--- src/rtl/seg7_pkg.sv ---
// -----------------------------------------------------------------------------
// seg7_pkg
// Shared constants and types for the seven-segment digit scanner.
//   SEG7_NUM_DIGITS / SEG7_REFRESH_DIV / SEG7_BLANK_CYCLES : default parameters
//   SEG7_AN_OFF : all anodes off (active-low), sliced to the digit count in use
//   digit_t     : one hex nibble as presented to segment_7_binary.data_in
// -----------------------------------------------------------------------------
package seg7_pkg;

    localparam int SEG7_NUM_DIGITS   = 4;
    localparam int SEG7_REFRESH_DIV  = 100000;
    localparam int SEG7_BLANK_CYCLES = 1000;

    // Widest supported display; narrower builds take the low bits.
    localparam int SEG7_MAX_DIGITS   = 8;
    localparam logic [SEG7_MAX_DIGITS-1:0] SEG7_AN_OFF = '1;

    typedef logic [3:0] digit_t;

endpackage

--- src/rtl/seg7_refresh_divider.sv ---
// -----------------------------------------------------------------------------
// seg7_refresh_divider
// Free-running slot counter for the digit scanner.
//   clk          : system clock, rising edge
//   rst          : asynchronous active-high reset
//   slot_tick_o  : high during the last cycle of each REFRESH_DIV-cycle slot
//   in_blank_o   : high while the counter is inside the leading blank window
// -----------------------------------------------------------------------------
module seg7_refresh_divider #(
    parameter int REFRESH_DIV  = 100000,
    parameter int BLANK_CYCLES = 1000,
    localparam int CNT_W       = $clog2(REFRESH_DIV)
) (
    input  logic clk,
    input  logic rst,
    output logic slot_tick_o,
    output logic in_blank_o
);

    localparam logic [CNT_W-1:0] CNT_LAST  = CNT_W'(REFRESH_DIV - 1);
    localparam logic [CNT_W-1:0] BLANK_END = CNT_W'(BLANK_CYCLES);

    logic [CNT_W-1:0] div_cnt_q;
    logic [CNT_W-1:0] div_cnt_d;

    always_comb begin
        slot_tick_o = (div_cnt_q == CNT_LAST);
        div_cnt_d   = slot_tick_o ? '0 : div_cnt_q + 1'b1;
    end

    // A zero-length blank window would make the compare constant, so it is
    // elaborated away instead.
    generate
        if (BLANK_CYCLES > 0) begin : g_blank
            assign in_blank_o = (div_cnt_q < BLANK_END);
        end else begin : g_no_blank
            assign in_blank_o = 1'b0;
        end
    endgenerate

    always_ff @(posedge clk or posedge rst) begin
        if (rst) begin
            div_cnt_q <= '0;
        end else begin
            div_cnt_q <= div_cnt_d;
        end
    end

endmodule

--- src/rtl/seg7_digit_scanner.sv ---
// -----------------------------------------------------------------------------
// seg7_digit_scanner
// Time-multiplexes a NUM_DIGITS-digit hex value onto one seven-segment bus.
// A load strobe copies value_in into a shadow register; the scan only ever
// reads the shadow. Each slot starts with BLANK_CYCLES of all-anodes-off to
// suppress ghosting while the segment lines settle on the next digit.
//   clk       : system clock, rising edge
//   rst       : asynchronous active-high reset
//   value_in  : digits to show, digit k at [4k+3:4k], digit 0 rightmost
//   load      : latch value_in into the shadow register on this edge
//   digit_out : nibble of the digit being shown (to segment_7_binary.data_in)
//   an        : active-low anode enables, one-hot-low when lit
//   digit_idx : index of the current slot
//   slot_tick : high on the last cycle of each slot
// Build option: define SEG7_LEADING_ZERO_BLANK_EN to keep leading zero digits
// (all but digit 0) dark.
// -----------------------------------------------------------------------------
module seg7_digit_scanner
    import seg7_pkg::*;
#(
    parameter int NUM_DIGITS   = SEG7_NUM_DIGITS,
    parameter int REFRESH_DIV  = SEG7_REFRESH_DIV,
    parameter int BLANK_CYCLES = SEG7_BLANK_CYCLES,
    localparam int IDX_W       = $clog2(NUM_DIGITS)
) (
    input  logic                    clk,
    input  logic                    rst,
    input  logic [4*NUM_DIGITS-1:0] value_in,
    input  logic                    load,
    output digit_t                  digit_out,
    output logic [NUM_DIGITS-1:0]   an,
    output logic [IDX_W-1:0]        digit_idx,
    output logic                    slot_tick
);

    localparam logic [IDX_W-1:0]      IDX_LAST = IDX_W'(NUM_DIGITS - 1);
    localparam logic [NUM_DIGITS-1:0] AN_OFF   = SEG7_AN_OFF[NUM_DIGITS-1:0];

    logic [4*NUM_DIGITS-1:0] shadow_q, shadow_d;
    logic [IDX_W-1:0]        digit_idx_q, digit_idx_d;
    digit_t                  digit_q, digit_d;
    logic [NUM_DIGITS-1:0]   an_q, an_d;
    logic [NUM_DIGITS-1:0]   an_lit;
    logic                    in_blank;
    logic                    lz_blank;

    seg7_refresh_divider #(
        .REFRESH_DIV  (REFRESH_DIV),
        .BLANK_CYCLES (BLANK_CYCLES)
    ) u_div (
        .clk         (clk),
        .rst         (rst),
        .slot_tick_o (slot_tick),
        .in_blank_o  (in_blank)
    );

    always_comb begin
        shadow_d    = load ? value_in : shadow_q;
        digit_idx_d = digit_idx_q;
        if (slot_tick) begin
            digit_idx_d = (digit_idx_q == IDX_LAST) ? '0 : digit_idx_q + 1'b1;
        end
    end

    // Outputs are decoded from the registered state, so digit, anode and
    // shadow always come from the same cycle: a load landing on a slot_tick
    // edge shows up together with the new slot, never half-old/half-new.
    always_comb begin
        digit_d = '0;
        an_lit  = AN_OFF;
        for (int k = 0; k < NUM_DIGITS; k++) begin
            if (digit_idx_q == IDX_W'(k)) begin
                digit_d   = shadow_q[4*k +: 4];
                an_lit[k] = 1'b0;
            end
        end
    end

`ifdef SEG7_LEADING_ZERO_BLANK_EN
    // Walk down from the most significant digit; a digit is a leading zero
    // while it and everything above it is zero. Digit 0 is never blanked.
    always_comb begin
        logic zero_above;
        zero_above = 1'b1;
        lz_blank   = 1'b0;
        for (int k = NUM_DIGITS - 1; k > 0; k--) begin
            zero_above = zero_above && (shadow_q[4*k +: 4] == 4'h0);
            if ((digit_idx_q == IDX_W'(k)) && zero_above) begin
                lz_blank = 1'b1;
            end
        end
    end
`else
    assign lz_blank = 1'b0;
`endif

    assign an_d = (in_blank || lz_blank) ? AN_OFF : an_lit;

    always_ff @(posedge clk or posedge rst) begin
        if (rst) begin
            shadow_q    <= '0;
            digit_idx_q <= '0;
            digit_q     <= '0;
            an_q        <= AN_OFF;
        end else begin
            shadow_q    <= shadow_d;
            digit_idx_q <= digit_idx_d;
            digit_q     <= digit_d;
            an_q        <= an_d;
        end
    end

    assign digit_out = digit_q;
    assign an        = an_q;
    assign digit_idx = digit_idx_q;

endmodule
--- config.mk ---
export PLATFORM = sky130hd
export DESIGN_NAME = seg7_digit_scanner
export DESIGN_NICKNAME = d
export VERILOG_FILES = /design/src/rtl/seg7_pkg.sv /design/src/rtl/seg7_refresh_divider.sv /design/src/rtl/seg7_digit_scanner.sv
export SDC_FILE = /design/constraint.sdc
export NUM_CORES = 1
export LEC_CHECK = 0
export ABC_CLOCK_PERIOD_IN_PS = 4000
export CAP_MARGIN = 20
export CORE_MARGIN = 2
export CORE_UTILIZATION = 26
export DETAILED_ROUTE_END_ITERATION = 7
export PLACE_DENSITY = 0.42
export SLEW_MARGIN = 25
export SYNTH_ARGS = -nofsm -noshare
export SYNTH_HDL_FRONTEND = slang
export SYNTH_SLANG_ARGS = --single-unit
--- constraint.sdc ---
create_clock -name clk -period 4 [get_ports clk]
set_input_delay 0.8 -clock clk [delete_from_list [all_inputs] [get_ports clk]]
set_output_delay 0.8 -clock clk [all_outputs]
set_load 0.05 [all_outputs]
* Word level (Yosys, flattened, before mapping)
Cells that the tools add are included.
** Storage, ports and cells
- Bits in registers :: 43
- Input port bits :: 19
- Output and inout port bits :: 11
- Word-level logic and storage cells :: 24
** Operators by class
- Add/sub/neg operators :: 2
- Order comparisons :: 1
- Equality and inequality tests :: 4
- Mux-type cells :: 11
- Reductions and logical operators :: 1
** Operators by type and width (number)
- 4-bit two-way mux :: 5
- 17-bit by 1-bit adder with 17-bit output (second input constant) :: 1
- 17-bit == test (second input constant) :: 1
- 17-bit by 10-bit < comparator with 1-bit output (second input constant) :: 1
- 17-bit two-way mux :: 1
- 2-bit == test (second input constant) :: 2
- 1-bit two-way mux :: 4
- 2-bit by 1-bit adder with 2-bit output (second input constant) :: 1
- 2-bit by 1-bit == test with 1-bit output (second input constant) :: 1
- 2-bit zero test :: 1
- 2-bit two-way mux :: 1

* Logic depth before layout (Yosys ltp)
Gate-level depths: netlist of run 1.
- Word-level depth :: 5
- Mapped depth :: 6
- Gate-level depth less buffers :: 6

* Cells and area by module
From an unflattened synthesis of run 1, not the netlist that was laid out.
** Second synthesis, totals
- Cell total of the unflattened synthesis :: 161
- Area, all modules :: 1939.4 um^2
** By module, submodules not included
- seg7_digit_scanner :: instances 1, cells an instance 84, area an instance 1108.6 um^2, seq. area each 655.6 um^2
- seg7_refresh_divider :: instances 1, cells an instance 77, area an instance 830.8 um^2, seq. area each 425.4 um^2

* Worst setup path before layout of run 1
OpenSTA, ideal clock, no wires.
- Kind :: register to output
- Start :: register u_div.div_cnt_q[11]
- End :: output slot_tick
- Arrival time :: 1.633 ns
- Required time :: 3.200 ns
- Setup slack :: 1.567 ns
- Cell stages (with the launch flop) :: 3
- Path buffers :: 0
- Cells stage by stage :: dfrtp_1 -> or4_4 -> nor4_4
** On the way
- Word-level cells in the longest chain between the ends :: 1
** RTL lines
- start, declared :: line seg7_refresh_divider.sv:23 : logic [CNT_W-1:0] div_cnt_q;
- start signal, assigned :: line seg7_refresh_divider.sv:45 : div_cnt_q <= div_cnt_d;
- 17-bit == test :: line seg7_refresh_divider.sv:27 : slot_tick_o = (div_cnt_q == CNT_LAST);
- end, declared :: line seg7_digit_scanner.sv:33 : output logic slot_tick
No other way between the ends.

* Worst setup path after layout of run 1
- Start :: register u_div.div_cnt_q[0]
- End :: output slot_tick
The elaborated chain is that of the path after synthesis.

==> results.sh, run 1 <==
export IMPL_yosys_area_top_type="dfrtp_1"
export IMPL_cts_tree="yes"
export IMPL_leakage_nw=0.977
export IMPL_wl_per_cell_um=14.2
export IMPL_dp_worst_setup_slack_ns=1.00
export IMPL_whs_ns=0.482
export IMPL_crit_required_ns=3.20
export IMPL_p_switching_mw=0.194
export IMPL_ys_seq_area_share_pct=55.6
export IMPL_place_gp_congestion=0.814
export IMPL_syn_nets=185
export IMPL_cts_resized=0
export IMPL_critPathLaunchType="flop"
export IMPL_crit_start="u_div.div_cnt_q[0]$_DFF_PP0_"
export IMPL_tightest_slew_ns=0.777
export IMPL_rr_startpoint="u_div.div_cnt_q[0]$_DFF_PP0_"
export IMPL_via_per_inst=4.46
export IMPL_maxSlewViolCount=0
export IMPL_dp_cells=282
export IMPL_path_class="flop to output port"
export IMPL_multi_input_area_um2=813
export IMPL_yosys_warnings=0
export IMPL_path_cells="ha_1 > nand4_1 > nor4_4 > clkdlybuf4s50_1"
export IMPL_root_buffer="clkbuf_8"
export IMPL_p_total_mw=0.939
export IMPL_rows=31
export IMPL_synth_area_mm2=0.00195
export IMPL_grt_usage_pct=10.8
export IMPL_syn_avg_cell_area_um2=12.1
export IMPL_drt_first_pass_iters=4
export IMPL_cts_buffers=5
export IMPL_status="complete, no violations"
export IMPL_synth_top_area_share_pct=50.2
export IMPL_drive_gt1_share_pct=17.3
export IMPL_cp_max_fo=5
export IMPL_boundaryPins=30
export IMPL_grt_pass1_vias=1388
export IMPL_power_frac_seq_pct=49.5
export IMPL_clkSlewWorstSetupHoldPaths_ns=0.08
export IMPL_grt_max_degree=24
export IMPL_p_sw_share_pct=20.7
export IMPL_stdcell_area_mm2=0.00246
export IMPL_nets=214
export IMPL_diodes=0
export IMPL_setup_viol=0
export IMPL_pwr_share_comb_pct=8.3
export IMPL_place_hpwl_um=2970
export IMPL_slew_headroom_pct=48.0
export IMPL_antenna_found_initial=0
export IMPL_clk_path_buf_depth=2
export IMPL_hold_class="flop to flop"
export IMPL_drc_errors=0
export IMPL_dpl_instance_area_mm2=0.00233
export IMPL_p_int_mw=0.745
export IMPL_ant_nets=0
export IMPL_grt_pass1_wl_um=6920
export IMPL_post_route_period_util_pct=82.9
export IMPL_fin_skew_ns=0.00952
export IMPL_postCtsSetupRepairBufs=0
export IMPL_drt_iter0_markers=24
export IMPL_synthArstFlopShare_pct=100
export IMPL_final_seq_area_mm2=0.00108
export IMPL_fillCellCount=733
export IMPL_initial_core_util_pct=26.8
export IMPL_min_from="shadow_q[14]$_DFFE_PP0P_"
export IMPL_core_mm2=0.00725
export IMPL_vias=1293
export IMPL_synth_seq_cells=43
export IMPL_synth_cell_types=36
export IMPL_synthTopCellsByCount="39 x dfrtp_1, 16 x mux2_2, 12 x nand2_1, 11 x nor2_1, 8 x nand3_1"
export IMPL_synth_area_top_cells="dfrtp_1 50%, mux2_2 9.3%, dfstp_2 5.4%, ha_1 3.2%, xnor2_1 3.2%"
export IMPL_syn_to_final_growth_pct=26.4
export IMPL_clk_latency_ns=0.30
export IMPL_synth_most_common_cell="dfrtp_1"
export IMPL_cts_sinks=43
export IMPL_final_cells=290
export IMPL_cp_slowest_stage_delay_ns=0.87
export IMPL_ir_drop_mv=0.177
export IMPL_hold_viol=0
export IMPL_period_minus_slack_ns=3.32
export IMPL_ys_dominant_reg_cell="dfrtp_1"
export IMPL_rsz0062_at_grt="no"
export IMPL_fmax_mhz=302
export IMPL_endpoint_kind="output port"
export IMPL_utilization_pct=33.9
export IMPL_synthCells=161
export IMPL_power_density_mw_per_mm2=382
export IMPL_die_area_mm2=0.00819
export IMPL_cts_max_level=2
export IMPL_cp_slowest_cell="clkdlybuf4s50_1"
export IMPL_synth_edf_count=0
export IMPL_setup_ws_ns=0.684
export IMPL_die_width_um=90.5
export IMPL_grt_remaining_overflow=0
export IMPL_clkPwrFrac_pct=42.3
export IMPL_ctsHoldBuffers=0
export IMPL_drt_total_wl_um=4110
export IMPL_cap_viol_max_count=0
export IMPL_portBuffers=29
export IMPL_fin_tns_setup_ns=0
export IMPL_timing_critical_path_arrival_ns=2.52
export IMPL_die_h_um=90.5
==> per-layer routing <==
layer / vias up / wire, um / GRT usage, %
li1: 618 / - / -
met1: 631 / 1870 / 13.3
met2: 36 / 1950 / 17.6
met3: 8 / 223 / 3.17
met4: 0 / 66 / 4.62
met5: - / 0 / 0
==> power by group through the flow <==
stage / clock network (mW) / logic (mW) / registers, mW
after global placement: 0 / 0.0775 / 0.472
final: 0.397 / 0.0776 / 0.464
after detailed placement: 0 / 0.0793 / 0.473
after floorplan: 0 / 0.0314 / 0.485
after global routing: 0.430 / 0.0845 / 0.467
after CTS: 0.409 / 0.0798 / 0.465
==> state kept, by name (all words and copies together), names as in the netlist <==
register / count
an: 4
digit_idx: 2
digit_out: 4
shadow_q: 16
u_div.div_cnt_q: 17
==> critical path: cells and delay by family (launching register included) <==
kind / cells / cell delay [ns]
buffers and inverters: 1 / 0.87
AND/OR/NAND/NOR: 2 / 0.71
flip-flops: 1 / 0.40
adder cells (fa/ha/maj): 1 / 0.24
==> kinds of logic after synthesis <==
family / count (synthesis) / share of synthesized area [%]
buffers and inverters: 11 / 2.64
DFF: 43 / 55.6
muxes: 17 / 9.77
adders and majority gates: 5 / 3.22
AOI/OAI and AO/OA: 12 / 4.44
and+or+nand+nor: 59 / 18.1
xor gates and xnor gates: 14 / 6.30
==> cell type report <==
| type | count | area share (%) |
|---|---|---|
| Multi-Input combinational cell | 107 | 33.1 |
| Clock inverter | 2 | 2.44 |
| Tap cell | 99 | 5.04 |
| Inverter | 3 | 0.458 |
| Timing Repair Buffer | 30 | 12.1 |
| Sequential cell | 43 | 43.9 |
| Clock buffer | 6 | 2.95 |
==> cell usage in the layout (no fill, tap or decap), types with 3 or more instances in the layout <==
cell type	count
mux2_2	16
nand4_1	7
nor2b_1	4
xor2_1	7
ha_1	5
inv_1	3
and3_1	3
dfrtp_1	39
dfstp_2	4
nand2_1	12
o31ai_1	3
xnor2_1	7
a221oi_1	3
nor2_1	11
clkbuf_8	5
nand3_1	8
clkdlybuf4s50_1	29
==> path summary, 6_finish.rpt <==
| path | endpoint | slack (ns) | cells after the start |
|---|---|---|---|
| worst max-delay path | slot_tick | 0.68 | 4 |
| max in group asynchronous | u_div.div_cnt_q[9]$_DFF_PP0_ | 2.26 | 3 |
| worst min register to register | digit_out[2]$_DFF_PP0_ | 0.48 | 2 |
| worst max register to register | u_div.div_cnt_q[1]$_DFF_PP0_ | 2.02 | 4 |
| min in group asynchronous | shadow_q[14]$_DFFE_PP0P_ | 0.93 | 2 |
| worst min-delay path | digit_out[2]$_DFF_PP0_ | 0.48 | 2 |
Note: power is estimated with default switching activity, not from simulation.
==> inputs of run 2 (changes only) <==
--- a/config.mk
+++ b/config.mk
@@ -5,7 +5,7 @@
 export SDC_FILE = /design/constraint.sdc
 export NUM_CORES = 1
 export LEC_CHECK = 0
-export ABC_CLOCK_PERIOD_IN_PS = 4000
+export ABC_CLOCK_PERIOD_IN_PS = 3250
 export CAP_MARGIN = 20
 export CORE_MARGIN = 2
 export CORE_UTILIZATION = 26
==> constraint.sdc (replaced) <==
create_clock -name clk -period 3.25 [get_ports clk]
set_input_delay 0.65 -clock clk [delete_from_list [all_inputs] [get_ports clk]]
set_output_delay 0.65 -clock clk [all_outputs]
set_load 0.05 [all_outputs]
==> results.sh, run 2 (synthesis gave the netlist of run 1 again) <==
export IMPL_status="complete, no violations"
export IMPL_ctsHoldBuffers=0
export IMPL_crit_required_ns=2.60
export IMPL_via_per_inst=4.50
export IMPL_final_common_cell="dfrtp_1"
export IMPL_vias=1304
export IMPL_grt_pass1_vias=1434
export IMPL_wl_per_cell_um=14.2
export IMPL_core_mm2=0.00725
export IMPL_period_minus_slack_ns=2.74
export IMPL_grt_pass1_wl_um=7120
export IMPL_r2r_slack_ns=1.24
export IMPL_final_cells=290
export IMPL_rr_startpoint="u_div.div_cnt_q[0]$_DFF_PP0_"
export IMPL_timing_critical_path_arrival_ns=2.09
export IMPL_syn_to_final_growth_pct=24.3
export IMPL_cp_max_fo=5
export IMPL_antenna_found_initial=0
export IMPL_final_cell_mix="39 x dfrtp_1, 28 x clkdlybuf4s50_1, 16 x mux2_2"
export IMPL_leakage_nw=0.971
export IMPL_grt_remaining_overflow=0
export IMPL_reg_top3="u_div.div_cnt_q x17, shadow_q x16"
export IMPL_cts_max_level=2
export IMPL_ant_nets=0
export IMPL_largest_register="u_div.div_cnt_q"
export IMPL_power_density_mw_per_mm2=415
export IMPL_dp_cells=282
export IMPL_drt_total_wl_um=4130
export IMPL_endpoint_kind="output port"
export IMPL_hold_class="flop to flop"
export IMPL_boundaryPins=30
export IMPL_rsz0062_at_grt="no"
export IMPL_nets=214
export IMPL_grt_usage_pct=10.7
export IMPL_portBuffers=29
export IMPL_cts_tree="yes"
export IMPL_p_total_mw=1.00
export IMPL_hold_viol=0
export IMPL_fmax_mhz=365
export IMPL_regToRegEndpoint="u_div.div_cnt_q[1]$_DFF_PP0_"
export IMPL_crit_start="u_div.div_cnt_q[0]$_DFF_PP0_"
export IMPL_cts_buffers=5
export IMPL_drc_errors=0
export IMPL_setup_viol=0
export IMPL_place_gp_congestion=0.815
export IMPL_clk_path_buf_depth=2
export IMPL_initial_core_util_pct=26.8
export IMPL_ir_drop_mv=0.167
export IMPL_die_area_mm2=0.00819
export IMPL_place_hpwl_um=2940
export IMPL_cap_viol_max_count=0
export IMPL_post_route_period_util_pct=84.4
export IMPL_maxSlewViolCount=0
export IMPL_critPathLaunchType="flop"
export IMPL_largest_register_ffs=17
export IMPL_path_class="flop to output port"
export IMPL_fin_tns_setup_ns=0
export IMPL_drive_gt1_share_pct=17.8
export IMPL_drt_iter0_markers=33
export IMPL_dp_worst_setup_slack_ns=0.433
export IMPL_root_buffer="clkbuf_8"
export IMPL_setup_ws_ns=0.508
export IMPL_die_width_um=90.5
export IMPL_clkSlewWorstSetupHoldPaths_ns=0.08
export IMPL_drt_first_pass_iters=4
export IMPL_cts_sinks=43
export IMPL_reg2reg_depth=4
export IMPL_clk_latency_ns=0.30
export IMPL_fin_skew_ns=0.0111
export IMPL_slew_headroom_pct=50.6
export IMPL_diodes=0
export IMPL_grt_max_degree=44
export IMPL_critPathCapture="slot_tick"
export IMPL_tightest_slew_ns=0.738
export IMPL_die_h_um=90.5
export IMPL_rows=31
[run 2: worst min-delay path by stage]
| stage | from | endpoint | slack (ns) | cells past startpoint |
|---|---|---|---|---|
| 3_3_place_gp | shadow_q[14]$_DFFE_PP0P_ | digit_out[2]$_DFF_PP0_ | 0.46 | 2 |
| 4_1_cts | shadow_q[14]$_DFFE_PP0P_ | digit_out[2]$_DFF_PP0_ | 0.50 | 2 |
| 6_report | shadow_q[13]$_DFFE_PP0P_ | digit_out[1]$_DFF_PP0_ | 0.49 | 2 |
| 3_5_place_dp | shadow_q[14]$_DFFE_PP0P_ | digit_out[2]$_DFF_PP0_ | 0.47 | 2 |
| 5_1_grt | shadow_q[2]$_DFFE_PP0P_ | shadow_q[2]$_DFFE_PP0P_ | 0.54 | 1 |
| 2_1_floorplan | shadow_q[14]$_DFFE_PP0P_ | digit_out[2]$_DFF_PP0_ | 0.45 | 2 |
[run 2: power by group]
part           switching (mW)  internal (mW)  leakage [nW]  total, mW
logic                  0.0458         0.0500         0.404     0.0958
registers              0.0115          0.560         0.527      0.571
clock network           0.187          0.150        0.0402      0.337
[run 2: worst max-delay path: stages, from the launching register on]
cell and delay [ns]:
dfrtp_1 0.41, ha_1 0.24, nand4_1 0.27, nor4_4 0.41, dlymetal6s2s_1 0.47
[run 2: timing repair]
| action | CTS | global route |
|---|---|---|
| setup endpoints to repair | 0 | 1 |
| buffers inserted | 0 | 0 |
| hold endpoints to repair | 0 | 0 |
| resized for setup | 0 | 1 |
[run 2: cell type report]
type	count	area (um2)
fill	771	4830
multi-input combinational	107	813
inverter	3	11.3
sequential	43	1080
clock inverter	3	20.0
clock buffer	5	68.8
timing repair buffer	30	300
tap	99	124
[run 2: per-stage QoR]
| step | instance area [um2] | hold slack, ns | utilization [%] |
|---|---|---|---|
| after global placement | 2330 | 0.464 | 32.1 |
| after detailed placement | 2330 | 0.475 | 32.1 |
| after CTS | 2420 | 0.496 | 33.3 |
| after global routing | 2420 | 0.536 | 33.3 |
| after floorplan | 1950 | 0.446 | - |
| final | 2420 | 0.493 | 33.3 |
[run 2: routing by layer]
metal | up-vias | global-route usage, % | share of wire, %
met4 | 0 | 3.21 | 0.85
met1 | 643 | 13.7 | 46
met3 | 4 | 3.59 | 5.3
li1 | 625 | - | -
met5 | - | 0 | 0
met2 | 32 | 17.4 | 48
